[config.mk]
export PLATFORM = sky130hd
export DESIGN_NAME = alu_sequencer_flat
export DESIGN_NICKNAME = d
export VERILOG_FILES = /design/src/rtl/alu_ops_pkg.sv /design/src/rtl/alu_sequencer_if.sv /design/src/rtl/alu_sequencer.sv /design/src/flat_wrapper.sv
export SDC_FILE = /design/constraint.sdc
export NUM_CORES = 1
export LEC_CHECK = 0
export BUFFER_PORTS_ARGS = -buffer_cell sky130_fd_sc_hd__buf_2
export CORE_UTILIZATION = 50
export DETAILED_ROUTE_END_ITERATION = 10
export PLACE_DENSITY_LB_ADDON = 0.08
export SLEW_MARGIN = 15
export SYNTH_ARGS = -nofsm -noshare
export SYNTH_HDL_FRONTEND = slang
export SYNTH_SLANG_ARGS = --single-unit
[constraint.sdc]
create_clock -name clock -period 4.2 [get_ports clock]
set_input_delay 0.21 -clock clock [delete_from_list [all_inputs] [get_ports clock]]
set_output_delay 0.21 -clock clock [all_outputs]
set_load 0.02 [all_outputs]
[src/rtl/alu_ops_pkg.sv]
// Shared definitions for the ALU sequencer: opcode values, FSM state type and
// the helper that tells which operations return a two-word result.
package alu_ops_pkg;

    localparam int OP_W   = 5;
    localparam int DATA_W = 32;

    localparam logic [OP_W-1:0] OP_NOP = 5'd0;
    localparam logic [OP_W-1:0] OP_ADD = 5'd2;
    localparam logic [OP_W-1:0] OP_SUB = 5'd3;
    localparam logic [OP_W-1:0] OP_AND = 5'd4;
    localparam logic [OP_W-1:0] OP_OR  = 5'd5;
    localparam logic [OP_W-1:0] OP_XOR = 5'd6;
    localparam logic [OP_W-1:0] OP_MUL = 5'd15;
    localparam logic [OP_W-1:0] OP_DIV = 5'd16;

    typedef enum logic [1:0] {
        ST_IDLE    = 2'd0,
        ST_EXEC    = 2'd1,
        ST_RESP_LO = 2'd2,
        ST_RESP_HI = 2'd3
    } seq_state_e;

    // MUL returns a 64-bit product, DIV returns quotient then remainder.
    function automatic logic is_two_beat(input logic [OP_W-1:0] op);
        return (op == OP_MUL) || (op == OP_DIV);
    endfunction

endpackage

[src/rtl/alu_sequencer_if.sv]
// Request, ALU datapath and response signals between the sequencer (slave)
// and its surroundings (master: requester, external ALU and response consumer).
interface alu_sequencer_if;
    import alu_ops_pkg::*;

    logic              req_valid;
    logic              req_ready;
    logic [OP_W-1:0]   req_op;
    logic [DATA_W-1:0] req_a;
    logic [DATA_W-1:0] req_b;

    logic [DATA_W-1:0] alu_a;
    logic [DATA_W-1:0] alu_b;
    logic [OP_W-1:0]   alu_op;
    logic [DATA_W-1:0] alu_result_low;
    logic [DATA_W-1:0] alu_result_high;

    logic              rsp_valid;
    logic              rsp_ready;
    logic [DATA_W-1:0] rsp_data;
    logic              rsp_high;
    logic              rsp_last;
    logic              busy;

    modport slave (
        input  req_valid, req_op, req_a, req_b,
        input  alu_result_low, alu_result_high, rsp_ready,
        output req_ready, alu_a, alu_b, alu_op,
        output rsp_valid, rsp_data, rsp_high, rsp_last, busy
    );

    modport master (
        output req_valid, req_op, req_a, req_b,
        output alu_result_low, alu_result_high, rsp_ready,
        input  req_ready, alu_a, alu_b, alu_op,
        input  rsp_valid, rsp_data, rsp_high, rsp_last, busy
    );

endinterface

[src/rtl/alu_sequencer.sv]
// Sequences one request through an external fixed-latency ALU and returns the
// result as one beat, or two beats (low then high word) for MUL/DIV.
module alu_sequencer
    import alu_ops_pkg::*;
#(
    parameter int ALU_LATENCY = 1
) (
    input  logic     clock,
    input  logic     clear,
    alu_sequencer_if.slave bus
);

    localparam logic [1:0] LAST_CNT = 2'(ALU_LATENCY - 1);

    seq_state_e        state_q, state_d;
    logic [OP_W-1:0]   op_q, op_d;
    logic [DATA_W-1:0] a_q, a_d;
    logic [DATA_W-1:0] b_q, b_d;
    logic [DATA_W-1:0] z_low_q, z_low_d;
    logic [DATA_W-1:0] z_high_q, z_high_d;
    logic [1:0]        cnt_q, cnt_d;

    always_ff @(posedge clock) begin
        if (clear) begin
            state_q  <= ST_IDLE;
            op_q     <= '0;
            a_q      <= '0;
            b_q      <= '0;
            z_low_q  <= '0;
            z_high_q <= '0;
            cnt_q    <= '0;
        end else begin
            state_q  <= state_d;
            op_q     <= op_d;
            a_q      <= a_d;
            b_q      <= b_d;
            z_low_q  <= z_low_d;
            z_high_q <= z_high_d;
            cnt_q    <= cnt_d;
        end
    end

    always_comb begin
        state_d  = state_q;
        op_d     = op_q;
        a_d      = a_q;
        b_d      = b_q;
        z_low_d  = z_low_q;
        z_high_d = z_high_q;
        cnt_d    = cnt_q;
        case (state_q)
            ST_IDLE: begin
                if (bus.req_valid) begin
                    op_d    = bus.req_op;
                    a_d     = bus.req_a;
                    b_d     = bus.req_b;
                    cnt_d   = '0;
                    state_d = ST_EXEC;
                end
            end
            ST_EXEC: begin
                // Operands have been stable for ALU_LATENCY cycles on the last edge.
                if (cnt_q == LAST_CNT) begin
                    z_low_d  = bus.alu_result_low;
                    z_high_d = bus.alu_result_high;
                    state_d  = ST_RESP_LO;
                end else begin
                    cnt_d = cnt_q + 2'd1;
                end
            end
            ST_RESP_LO: begin
                if (bus.rsp_ready) begin
                    state_d = is_two_beat(op_q) ? ST_RESP_HI : ST_IDLE;
                end
            end
            ST_RESP_HI: begin
                if (bus.rsp_ready) begin
                    state_d = ST_IDLE;
                end
            end
            default: state_d = ST_IDLE;
        endcase
    end

    assign bus.req_ready = (state_q == ST_IDLE);
    assign bus.busy      = (state_q != ST_IDLE);
    assign bus.alu_a     = a_q;
    assign bus.alu_b     = b_q;
    assign bus.alu_op    = op_q;

    // Response fields read as zero whenever no beat is being offered.
    always_comb begin
        bus.rsp_valid = 1'b0;
        bus.rsp_data  = '0;
        bus.rsp_high  = 1'b0;
        bus.rsp_last  = 1'b0;
        case (state_q)
            ST_RESP_LO: begin
                bus.rsp_valid = 1'b1;
                bus.rsp_data  = z_low_q;
                bus.rsp_last  = !is_two_beat(op_q);
            end
            ST_RESP_HI: begin
                bus.rsp_valid = 1'b1;
                bus.rsp_data  = z_high_q;
                bus.rsp_high  = 1'b1;
                bus.rsp_last  = 1'b1;
            end
            default: ;
        endcase
    end

endmodule
[src/flat_wrapper.sv]
// flat-port wrapper written by rule: the top's interface ports become plain ports
module alu_sequencer_flat import alu_ops_pkg::*;
#(
    parameter int ALU_LATENCY = 1
)
  (clock, clear, bus_req_valid, bus_req_op, bus_req_a, bus_req_b, bus_alu_result_low, bus_alu_result_high, bus_rsp_ready, bus_req_ready, bus_alu_a, bus_alu_b, bus_alu_op, bus_rsp_valid, bus_rsp_data, bus_rsp_high, bus_rsp_last, bus_busy);
  alu_sequencer_if bus_i ();
  input  logic clock;
  input  logic clear;
  input wire logic [$bits(bus_i.req_valid)-1:0] bus_req_valid;
  input wire logic [$bits(bus_i.req_op)-1:0] bus_req_op;
  input wire logic [$bits(bus_i.req_a)-1:0] bus_req_a;
  input wire logic [$bits(bus_i.req_b)-1:0] bus_req_b;
  input wire logic [$bits(bus_i.alu_result_low)-1:0] bus_alu_result_low;
  input wire logic [$bits(bus_i.alu_result_high)-1:0] bus_alu_result_high;
  input wire logic [$bits(bus_i.rsp_ready)-1:0] bus_rsp_ready;
  output wire logic [$bits(bus_i.req_ready)-1:0] bus_req_ready;
  output wire logic [$bits(bus_i.alu_a)-1:0] bus_alu_a;
  output wire logic [$bits(bus_i.alu_b)-1:0] bus_alu_b;
  output wire logic [$bits(bus_i.alu_op)-1:0] bus_alu_op;
  output wire logic [$bits(bus_i.rsp_valid)-1:0] bus_rsp_valid;
  output wire logic [$bits(bus_i.rsp_data)-1:0] bus_rsp_data;
  output wire logic [$bits(bus_i.rsp_high)-1:0] bus_rsp_high;
  output wire logic [$bits(bus_i.rsp_last)-1:0] bus_rsp_last;
  output wire logic [$bits(bus_i.busy)-1:0] bus_busy;
  assign bus_i.req_valid = bus_req_valid;
  assign bus_i.req_op = bus_req_op;
  assign bus_i.req_a = bus_req_a;
  assign bus_i.req_b = bus_req_b;
  assign bus_i.alu_result_low = bus_alu_result_low;
  assign bus_i.alu_result_high = bus_alu_result_high;
  assign bus_i.rsp_ready = bus_rsp_ready;
  assign bus_req_ready = bus_i.req_ready;
  assign bus_alu_a = bus_i.alu_a;
  assign bus_alu_b = bus_i.alu_b;
  assign bus_alu_op = bus_i.alu_op;
  assign bus_rsp_valid = bus_i.rsp_valid;
  assign bus_rsp_data = bus_i.rsp_data;
  assign bus_rsp_high = bus_i.rsp_high;
  assign bus_rsp_last = bus_i.rsp_last;
  assign bus_busy = bus_i.busy;
  alu_sequencer #(.ALU_LATENCY(ALU_LATENCY)) u_core (.clock(clock), .clear(clear), .bus(bus_i));
endmodule
# [After elaboration in Yosys (flattened, before gate mapping)]
# Cells that the tools add are included.
[totals] word_cells=42 out_inout_bits=106 regBits=137 in_bits=137
[op_classes] n_reduce_logical=11 n_eq_ne=10 mux=13 addsub=1
[op_table] op="$pmux W32 S2" n=1
[op_table] op="$mux W2" n=7
[op_table] op="$ne A2 B2 Y1 const B" n=4
[op_table] op="$pmux W2 S4" n=1
[op_table] op="$eq A5 B4 Y1 const B" n=1
[op_table] op="$eq A5 B5 Y1 const B" n=1
[op_table] op="$eq A2 B2 Y1 const B" n=2
[op_table] op="$logic_not A2 Y1" n=2
[op_table] op="$pmux W2 S2" n=1
[op_table] op="$reduce_and A2 Y1" n=2
[op_table] op="$reduce_and A4 Y1" n=1
[op_table] op="$reduce_bool A2 Y1" n=2
[op_table] op="$reduce_and A3 Y1" n=1
[op_table] op="$add A2 B1 Y2 const B" n=1
[op_table] op="$eq A2 B1 Y1 const B" n=1
[op_table] op="$mux W1" n=2
[op_table] op="$ne A2 B1 Y1 const B" n=1
[op_table] op="$pmux W1 S2" n=1
[op_table] op="$reduce_or A2 Y1" n=1
[op_table] op="$logic_not A1 Y1" n=1
[op_table] op="$logic_or A1 B1 Y1" n=1

# [Longest topological paths before layout]
# Gate-level depths: netlist (run 1).
[depth] depth_word=5 mapped_depth=8 ltp_nobuf=6

# [Worst setup path before layout (run 1)]
# No wires, ideal clock.
[synth_path] path_type="register to register" start="register u_core.cnt_q[0]" end="register u_core.z_high_q[10]" slack_ns=2.747 setup_ns=0.132 required_ns=4.068 arrival_ns=1.321 period_less_slack_ns=1.453 stages_incl_launch_ff=9 n_path_buf=2 path_cell_list="dfxtp_1 inv_1 ha_1 nand2_2 or2_1 buf_2 buf_4 nand2_1 a21oi_1"
[synth_via] elab_chain_len=2
[synth_lines] element="start: declaration" line="alu_sequencer.sv:21" text="logic [1:0] cnt_q, cnt_d;"
[synth_lines] element="start signal: assignment" line="alu_sequencer.sv:39" text="cnt_q <= cnt_d;"
[synth_lines] element="$logic_not A2 Y1" line="alu_sequencer.sv:63" text="if (cnt_q == LAST_CNT) begin"
[synth_lines] element="$reduce_and A2 Y1 (no source line)"
[synth_lines] element="end signal: assignment" line="alu_sequencer.sv:38" text="z_high_q <= z_high_d;"
[synth_lines] element="end: declaration" line="alu_sequencer.sv:20" text="logic [DATA_W-1:0] z_high_q, z_high_d;"
# Every way passes these cells.
# A chain may end at the register's enable or synchronous reset.

# [Final worst setup path (run 1)]
[layout_path] start="register u_core.state_q[0]" end="register u_core.z_high_q[0]"
[layout_via] elab_chain_len=2
[layout_lines] element="start: declaration" line="alu_sequencer.sv:15" text="seq_state_e state_q, state_d;"
[layout_lines] element="start signal: assignment" line="alu_sequencer.sv:33" text="state_q <= state_d;"
[layout_lines] element="$eq A2 B1 Y1" line="alu_sequencer.sv:51" text="case (state_q)"
[layout_lines] element="$reduce_and A2 Y1 (no source line)"
# Every way passes these cells.

==> out/metrics.yaml, run 1 <==
cap_violations: 0
nets: 1174
grt_pass1_vias: 5951
hold_viol_final: 0
grt_overflow_total: 0
mostFrequentLayoutCells: "257 x nand2_1, 241 x buf_2, 136 x dfxtp_1, 133 x dlygate4sd3_1, 126 x a21oi_1"
power_density_nw_per_um2: 468
hpwl_microns: 9400
cts-htree-levels: 4
worst_ep_arrival_time_ps: 3120
crit_fanout: 34
regToRegEndpoint: "u_core.z_high_q[0]$_SDFFE_PP0P_"
antenna_found_initial: 1
r2r_start: "u_core.state_q[0]$_SDFFE_PP0P_"
hold_path.class: "input pin to flip-flop"
power_mw: 4.02
ys_warn_count: 0
final_common_cell: "nand2_1"
area_growth_pct: 56.3
dr.pass1.iters: 5
outcome: "completed"
rsz0062_at_grt: "no"
syn_inst: 691
cts.sinks: 137
core_sq_um: 10500
clock_path_buffers: 2
die-area_sq_um: 11400
synth-seq-cells: 137
tightest_slew_ps: 1030
cts_root_buf: "clkbuf_8"
vias_per_cell: 5.07
finalMaxSlewViolations: 0
io_pins: 243
finalSetupViolCount: 0
ir_drop_v: 0.000274
finClkSkew_ps: 8.51
synth.yosys.seq_area_share_pct: 49.8
p_leak_nw: 3.76
avgSynthCellArea_sq_um: 7.97
setup_slack_ps: 1520
drc: 0
grt_first_pass_wirelength_microns: 27200
cts_tree: "yes"
slew_headroom_pct: 31.3
die_x_microns: 107
postRouteWirelength_microns: 17300
rr_worst_depth: 6
wl_per_cell_microns: 14.6
fmax_mhz: 373
yosysUniqueCellTypes: 31
die_y_microns: 107
grt_max_degree: 78
antenna_left: 0
row_count: 37
path_class: "flip-flop to flip-flop"
clk-insertion-delay-late_ps: 520
hp-start: "bus_rsp_ready"
syn_area_sq_um: 5500
hold_end: "u_core.state_q[1]$_SDFFE_PP0P_"
cts_made_buffers: 17
vias: 6013
period_share_pct: 63.8
period_needed_ps: 2680
hold_depth: 3
drive_gt1_share_pct: 29.2
syn_nets: 829
portBuffers: 242
path_clk_slew_ps: 60
grtUsageTotal_pct: 30.2
start_util_pct: 52.4
gp_congestion: 0.810
critPathCaptureType: "flip-flop"
place_ws_ps: 1620
start_kind: "flip-flop"
drtIter0Drc: 459
ff2ff_setup_slack_ps: 1520
setup_tns_ps: 0
worstPathRequired_ps: 4640
-- where the power goes --
group / total (mW) / switching [mW] / internal [mW]
Clock: 1.55 / 0.555 / 0.995
Sequential: 1.54 / 0.0961 / 1.45
Combinational: 0.933 / 0.557 / 0.376
Total: 4.02 / 1.21 / 2.82
-- synth_stat cells --
master | n | area share (%)
nor2_4 | 2 | 0.41
mux2i_1 | 32 | 5.8
nand2_1 | 258 | 18
a22oi_1 | 1 | 0.14
buf_6 | 1 | 0.20
nor2_1 | 6 | 0.41
o21bai_1 | 1 | 0.14
inv_1 | 4 | 0.27
a31oi_1 | 1 | 0.11
nand2_2 | 11 | 1.3
o211ai_1 | 2 | 0.27
a31o_2 | 2 | 0.32
a22o_1 | 1 | 0.16
nand2b_1 | 1 | 0.11
buf_1 | 3 | 0.20
a2bb2oi_1 | 1 | 0.16
buf_12 | 1 | 0.36
a21oi_1 | 126 | 11
buf_2 | 18 | 1.6
dfxtp_1 | 137 | 50
clkbuf_1 | 21 | 1.4
o21a_1 | 1 | 0.14
nand4_1 | 1 | 0.11
nor2b_1 | 33 | 3.8
and2_1 | 2 | 0.23
nand3_1 | 1 | 0.091
a21oi_2 | 10 | 1.6
ha_1 | 1 | 0.23
buf_4 | 10 | 1.4
nor3_1 | 1 | 0.091
or2_1 | 1 | 0.11
-- what timing repair did --
item | in CTS | in global routing
gates resized for setup | 0 | 0
hold buffers | 133 | 0
setup endpoints to repair | 0 | 0
buffers inserted | 0 | 0
hold endpoints to repair | 133 | 0
-- through the flow --
stage	util, %	instances	cell area (sq um)	hold slack (ps)
2_1_floorplan	-	691	5500	337
3_3_place_gp	63.2	1020	6640	439
3_5_place_dp	63.2	1020	6640	445
4_1_cts	81.8	1185	8590	11.6
5_1_grt	81.9	1186	8600	33.7
6_report	81.9	1186	8600	24.6
-- final cells by class --
type                       instances  area (sq um)
clock buffer                      21           449
fill                             675          1900
clock inverter                    11           170
inverter                           4          15.0
sequential                       137          2740
tap                              136           170
timing repair buffer             380          2580
antenna                            1          2.50
multi-input combinational        496          2470
-- state kept, by name, summed over array words and instances (netlist names) --
register,cells
u_core.z_low_q,32
u_core.z_high_q,32
u_core.bus.alu_op,5
u_core.bus.alu_a,32
u_core.state_q,2
u_core.bus.alu_b,32
u_core.cnt_q,2
-- how the worst max path moves through the flow --
stage	startpoint	to	slack, ps
final	u_core.state_q[0]$_SDFFE_PP0P_	u_core.z_high_q[0]$_SDFFE_PP0P_	1520
after global routing	u_core.state_q[0]$_SDFFE_PP0P_	u_core.z_high_q[0]$_SDFFE_PP0P_	1350
after CTS	u_core.state_q[0]$_SDFFE_PP0P_	u_core.z_high_q[0]$_SDFFE_PP0P_	1550
after detailed placement	u_core.state_q[0]$_SDFFE_PP0P_	u_core.z_high_q[3]$_SDFFE_PP0P_	1620
after global placement	u_core.state_q[0]$_SDFFE_PP0P_	u_core.z_low_q[7]$_SDFFE_PP0P_	1720
after floorplan	u_core.state_q[0]$_SDFFE_PP0P_	bus_rsp_data[11]	2750
-- layer usage --
| metal | part of all wire, % | up-vias | wire (microns) | track usage [%] |
|---|---|---|---|---|
| li1 | - | 2921 | - | - |
| met3 | 6.4 | 60 | 1110 | 8.69 |
| met2 | 50 | 266 | 8630 | 51.4 |
| met1 | 39 | 2766 | 6820 | 33.6 |
| met4 | 4.1 | 0 | 708 | 17.2 |
| met5 | 0 | - | 0 | 0 |
-- critical path, cell delays in order (launching register included) --
cell and delay, ps:
dfxtp_2 640, buf_4 500, nand2_2 150, nor2_4 560, buf_4 450, nand2_1 130
a21oi_1 160
-- kinds of logic (layout without fill, tap and decap cells) --
group | after synthesis | in the layout | share of synthesized area (%)
fa+ha+maj | 1 | 1 | 0.227
mux | 32 | 32 | 5.82
compound gates | 146 | 146 | 14.5
other cells | 0 | 1 | 0
buf+inv | 58 | 416 | 5.48
simple gates | 317 | 317 | 24.2
flops | 137 | 137 | 49.8
(Power assumes the default switching activity.)
==> run 2: changes to the inputs <==
- ABC_AREA: not set -> 1
- CORE_UTILIZATION: 50 -> 46
- clock period: 4.2 -> 2.75 ns (I/O delays scaled with it)
==> run 2 against run 1 <==
Final area is 9.0% lower; critical path depth is 1 higher; sequential power grew 97%; fmax up 38%; flip-flop and latch count unchanged; clock power rose by 35%; critical path type unchanged.
==> out/metrics.yaml, run 2 <==
outcome: "completed"
period_share_pct: 70.9
period_needed_ps: 1950
grt_overflow_total: 0
finalMaxSlewViolations: 0
grt_pass1_vias: 5024
grt_max_degree: 97
ff2ff_setup_slack_ps: 800
grt_first_pass_wirelength_microns: 23300
slew_headroom_pct: 41.8
path_class: "flip-flop to flip-flop"
dp.cells: 1001
cts_tree: "yes"
cts-htree-levels: 4
die_x_microns: 108
antenna_left: 0
clock_path_buffers: 2
area_growth_pct: 50.2
cts_resized: 0
syn_nets: 802
start_util_pct: 47.7
postRouteWirelength_microns: 15100
synth_commonest_cells: "142 x nor2_1, 137 x dfxtp_1, 91 x o21ai_0, 72 x inv_1, 70 x a21oi_1"
final_cells: 1122
finalSetupViolCount: 0
power_density_nw_per_um2: 1040
yosysTopAreaCell: "dfxtp_1"
wl_per_cell_microns: 13.4
synth_edf_count: 0
cts.sinks: 137
hold_viol_final: 0
hp-start: "bus_alu_result_high[20]"
tightest_slew_ps: 872
critPathLaunch: "u_core.state_q[1]$_SDFFE_PP0P_"
vias: 5470
async_flop_share_pct: 0
grtUsageTotal_pct: 25.3
cts_made_buffers: 17
yosysTopAreaCellShare_pct: 52.6
core_sq_um: 10900
hpwl_microns: 9070
fmax_mhz: 513
mostFrequentLayoutCells: "242 x buf_2, 142 x nor2_1, 137 x dfxtp_1, 91 x o21ai_0, 90 x dlygate4sd3_1"
gp_congestion: 0.775
drtIter0Drc: 343
rsz0062_at_grt: "no"
r2r_start: "u_core.state_q[1]$_SDFFE_PP0P_"
cts_root_buf: "clkbuf_16"
worstPathRequired_ps: 3090
path_clk_slew_ps: 50
cap_violations: 0
yosys-top-cells-area: "dfxtp_1 53%, nor2_1 10%, o21ai_0 8.7%, a21oi_1 6.7%, inv_1 5.2%"
syn_inst: 664
worst_ep_arrival_time_ps: 2280
die-area_sq_um: 11800
antenna_found_initial: 0
synth-main-ff-cell: "dfxtp_1"
nets: 1108
start_kind: "flip-flop"
critPathCaptureType: "flip-flop"
vias_per_cell: 4.88
drc: 0
dr.pass1.iters: 4
p_leak_nw: 3.66
drive_gt1_share_pct: 28.3
setup_tns_ps: 0
final_common_cell: "buf_2"
yosysUniqueCellTypes: 22
synth.yosys.seq_area_share_pct: 52.6
syn_area_sq_um: 5210
place_ws_ps: 833
synth.most_common_cell: "nor2_1"
portBuffers: 242
synth-seq-cells: 137
ir_drop_v: 0.000587
io_pins: 243
avgSynthCellArea_sq_um: 7.85
setup_slack_ps: 801
ys_warn_count: 0
crit_fanout: 96
hold_path.class: "input pin to flip-flop"
postCtsSetupBuffers: 0
diodes: 0
die_y_microns: 108
finClkSkew_ps: 9.45
clk-insertion-delay-late_ps: 410
row_count: 38
[run 2: cell count changes in the layout (fill, tap and decap cells not counted), moves of 6 or more]
cell           previous run  this run
a21oi_1                 126        70
a21oi_2                  10         0
clkbuf_1                  2         8
dlygate4sd3_1           133        90
inv_1                     4        72
mux2i_1                  32         0
nand2_1                 257        14
nand2_2                  11         0
nor2_1                    6       142
nor2b_1                  33         0
o21ai_0                   0        91
o21ai_1                   0        43
o22ai_1                   0        32
[run 2: area by class of cell]
type	count	area, sq um
clock inverter	2	35.0
multi-input combinational	400	1880
tap	140	175
clock buffer	29	510
fill	870	3110
inverter	76	287
sequential	137	2740
timing repair buffer	338	2190
[run 2: power by group]
| group | internal, mW | switching (mW) | total, mW | leakage (nW) |
|---|---|---|---|---|
| Combinational | 1.03 | 1.98 | 3.00 | 2.26 |
| Clock | 1.33 | 0.764 | 2.10 | 0.266 |
| Sequential | 2.74 | 0.302 | 3.04 | 1.13 |
| Total | 5.10 | 3.04 | 8.14 | 3.66 |
[run 2: layer usage]
layer	GRT usage (%)	vias up	wire length [microns]
li1	-	2786	-
met1	29.0	2425	6280
met2	42.5	224	7110
met3	8.32	35	1260
met4	11.7	0	414
met5	0	-	0
[run 2: kinds of logic after synthesis]
family	after synthesis	synth area share, %
buffers and inverters	127	11.4
adders and majority gates	1	0.240
DFF	137	52.6
and+or+nand+nor	163	12.4
AOI/OAI and AO/OA	236	23.4
[run 2: stage by stage]
| step | total power [mW] | util, % | hold slack (ps) | cell area (sq um) |
|---|---|---|---|---|
| 2_1_floorplan | 5.26 | - | 207 | 5210 |
| 3_3_place_gp | 5.85 | 58.4 | 328 | 6380 |
| 3_5_place_dp | 5.96 | 58.4 | 337 | 6380 |
| 4_1_cts | 8.15 | 71.6 | 0.484 | 7830 |
| 5_1_grt | 8.68 | 71.6 | 15.4 | 7830 |
| 6_report | 8.14 | 71.6 | 0.984 | 7830 |
[run 2: path summary, 6_finish.rpt]
path / cells after the start / end
max: 7 / u_core.z_high_q[15]$_SDFFE_PP0P_
min reg2reg: 1 / u_core.cnt_q[0]$_SDFFE_PP0P_
max reg2reg: 7 / u_core.z_high_q[15]$_SDFFE_PP0P_
min: 3 / u_core.z_high_q[20]$_SDFFE_PP0P_
[run 2: worst max-delay path: stages (launching register included)]
cell	delay (ps)
dfxtp_1	540
inv_2	60
nand2_1	80
inv_2	50
nand2_4	630
buf_12	270
o21ai_1	90
a21oi_1	150
[run 2: timing repair]
item / in CTS / in global routing
hold endpoints to repair: 90 / 0
endpoints found under the setup margin: 0 / 0
hold buffers: 90 / 0
==> run 3: changes to the inputs <==
- clock period: 2.75 -> 1.9 ns (I/O delays scaled with it)
==> run 3 against run 2 <==
Setup slack worse by 710 ps; hold slack better by 12 ps; non-clock buffer count is 46 higher; flip-flop and latch count stayed put; via count is 5.5% higher; global-route usage is 1.9 points higher; clock power is 43% higher; die area stayed put; combinational power is 53% higher; clock skew is 4.2 ps lower; largest cell class unchanged; highest routed layer unchanged.
==> out/metrics.yaml, run 3 (same netlist as run 2, synthesis figures left out) <==
clk-insertion-delay-late_ps: 410
slew_headroom_pct: 76.9
grt_max_degree: 83
fmax_mhz: 554
crit_fanout: 19
io_pins: 243
tightest_slew_ps: 346
worst_ep_arrival_time_ps: 1710
vias_per_cell: 4.95
grt_overflow_total: 0
ir_drop_v: 0.000901
drive_gt1_share_pct: 27.8
multiInputGateArea_sq_um: 1900
cts_made_buffers: 17
finClkSkew_ps: 5.23
hold_path.class: "input pin to flip-flop"
antenna_found_initial: 0
outcome: "completed"
final_common_cell: "buf_2"
mostFrequentLayoutCells: "242 x buf_2, 141 x nor2_1, 137 x dfxtp_1, 131 x dlygate4sd3_1, 91 x o21ai_0"
hold_viol_final: 0
power_mw: 12.0
nets: 1154
die_y_microns: 108
finalMaxSlewViolations: 0
worstPathRequired_ps: 1800
portBuffers: 242
start_util_pct: 47.7
dr.pass1.iters: 9
row_count: 38
ff_latch_area_sq_um: 2740
cts_root_buf: "clkbuf_16"
cts.sinks: 137
diodes: 0
core_sq_um: 10900
path_clk_slew_ps: 50
antenna_left: 0
cap_violations: 0
start_kind: "flip-flop"
power_density_nw_per_um2: 1440
cts-htree-levels: 4
die-area_sq_um: 11800
postRouteWirelength_microns: 16200
period_share_pct: 95.1
path_class: "flip-flop to output port"
drtIter0Drc: 462
vias: 5771
grtUsageTotal_pct: 27.2
p_leak_nw: 3.86
die_x_microns: 108
final_cells: 1167
finalSetupViolCount: 0
hpwl_microns: 9000
critPathCaptureType: "output port"
dp.cells: 1006
gp_congestion: 0.760
period_needed_ps: 1810
grt_pass1_vias: 5483
cts_tree: "yes"
drc: 0
wl_per_cell_microns: 13.9
clock_path_buffers: 2
area_growth_pct: 59.1
grt_first_pass_wirelength_microns: 24900
n_fill_cell: 792
## run 3: cell types whose count changed in the layout (fill, tap and decap cells not counted), sizes merged
cell / delta
dlygate4sd3: +41
buf: +5
clkbuf: -2
clkinv: +1
## run 3: area by class of cell
cell class	instances	share of cell area [%]
sequential	137	33.1
timing repair buffer	384	32.1
multi-input combinational	400	22.9
clock buffer	27	5.94
inverter	76	3.45
tap	140	2.11
clock inverter	3	0.483
## run 3: where the power goes
group          internal [mW]  switching [mW]  total [mW]
sequential              3.97           0.425        4.39
combinational           1.62            2.96        4.58
clock                   1.89            1.11        3.00
total                   7.47            4.50        12.0
## run 3: through the flow
| step | util [%] | hold slack, ps | instance area, sq um | TNS, ps | setup WS [ps] |
|---|---|---|---|---|---|
| 2_1_floorplan | - | 164 | 5210 | 0 | 682 |
| 6_report | 75.9 | 13.4 | 8300 | 0 | 93.6 |
| 3_5_place_dp | 58.8 | 290 | 6430 | 0 | 316 |
| 5_1_grt | 75.9 | 15.6 | 8300 | -11.9 | -11.9 |
| 4_1_cts | 75.7 | 3.72 | 8280 | 0 | 41.0 |
| 3_3_place_gp | 58.8 | 283 | 6430 | 0 | 434 |
## run 3: critical path: stages (launching register included)
cell and delay (ps):
dfxtp_1 520, nand2_1 120, buf_4 230, o22ai_1 220, buf_2 210
## run 3: what timing repair did
action                                  CTS  global route
buffers inserted                          0             0
hold buffers                            131             0
endpoints found under the setup margin    0            33
gates resized for setup                   0             4
hold endpoints to repair                130             0
## run 3: layer usage
metal  global-route usage (%)  vias to the layer above  part of all wire, %
met5                        0                        -                    0
met4                     9.85                        0                  1.7
met3                     8.26                       22                  7.3
met2                     49.7                      243                   51
met1                     29.3                     2636                   40
li1                         -                     2870                    -
## run 3: final timing paths
path	start	slack (ps)	end	cells after the start
min	bus_alu_result_low[15]	10	u_core.z_low_q[15]$_SDFFE_PP0P_	3
max	u_core.state_q[0]$_SDFFE_PP0P_	90	bus_rsp_data[13]	4
max reg2reg	u_core.cnt_q[0]$_SDFFE_PP0P_	130	u_core.state_q[1]$_SDFFE_PP0P_	8
min reg2reg	u_core.cnt_q[0]$_SDFFE_PP0P_	430	u_core.cnt_q[0]$_SDFFE_PP0P_	1
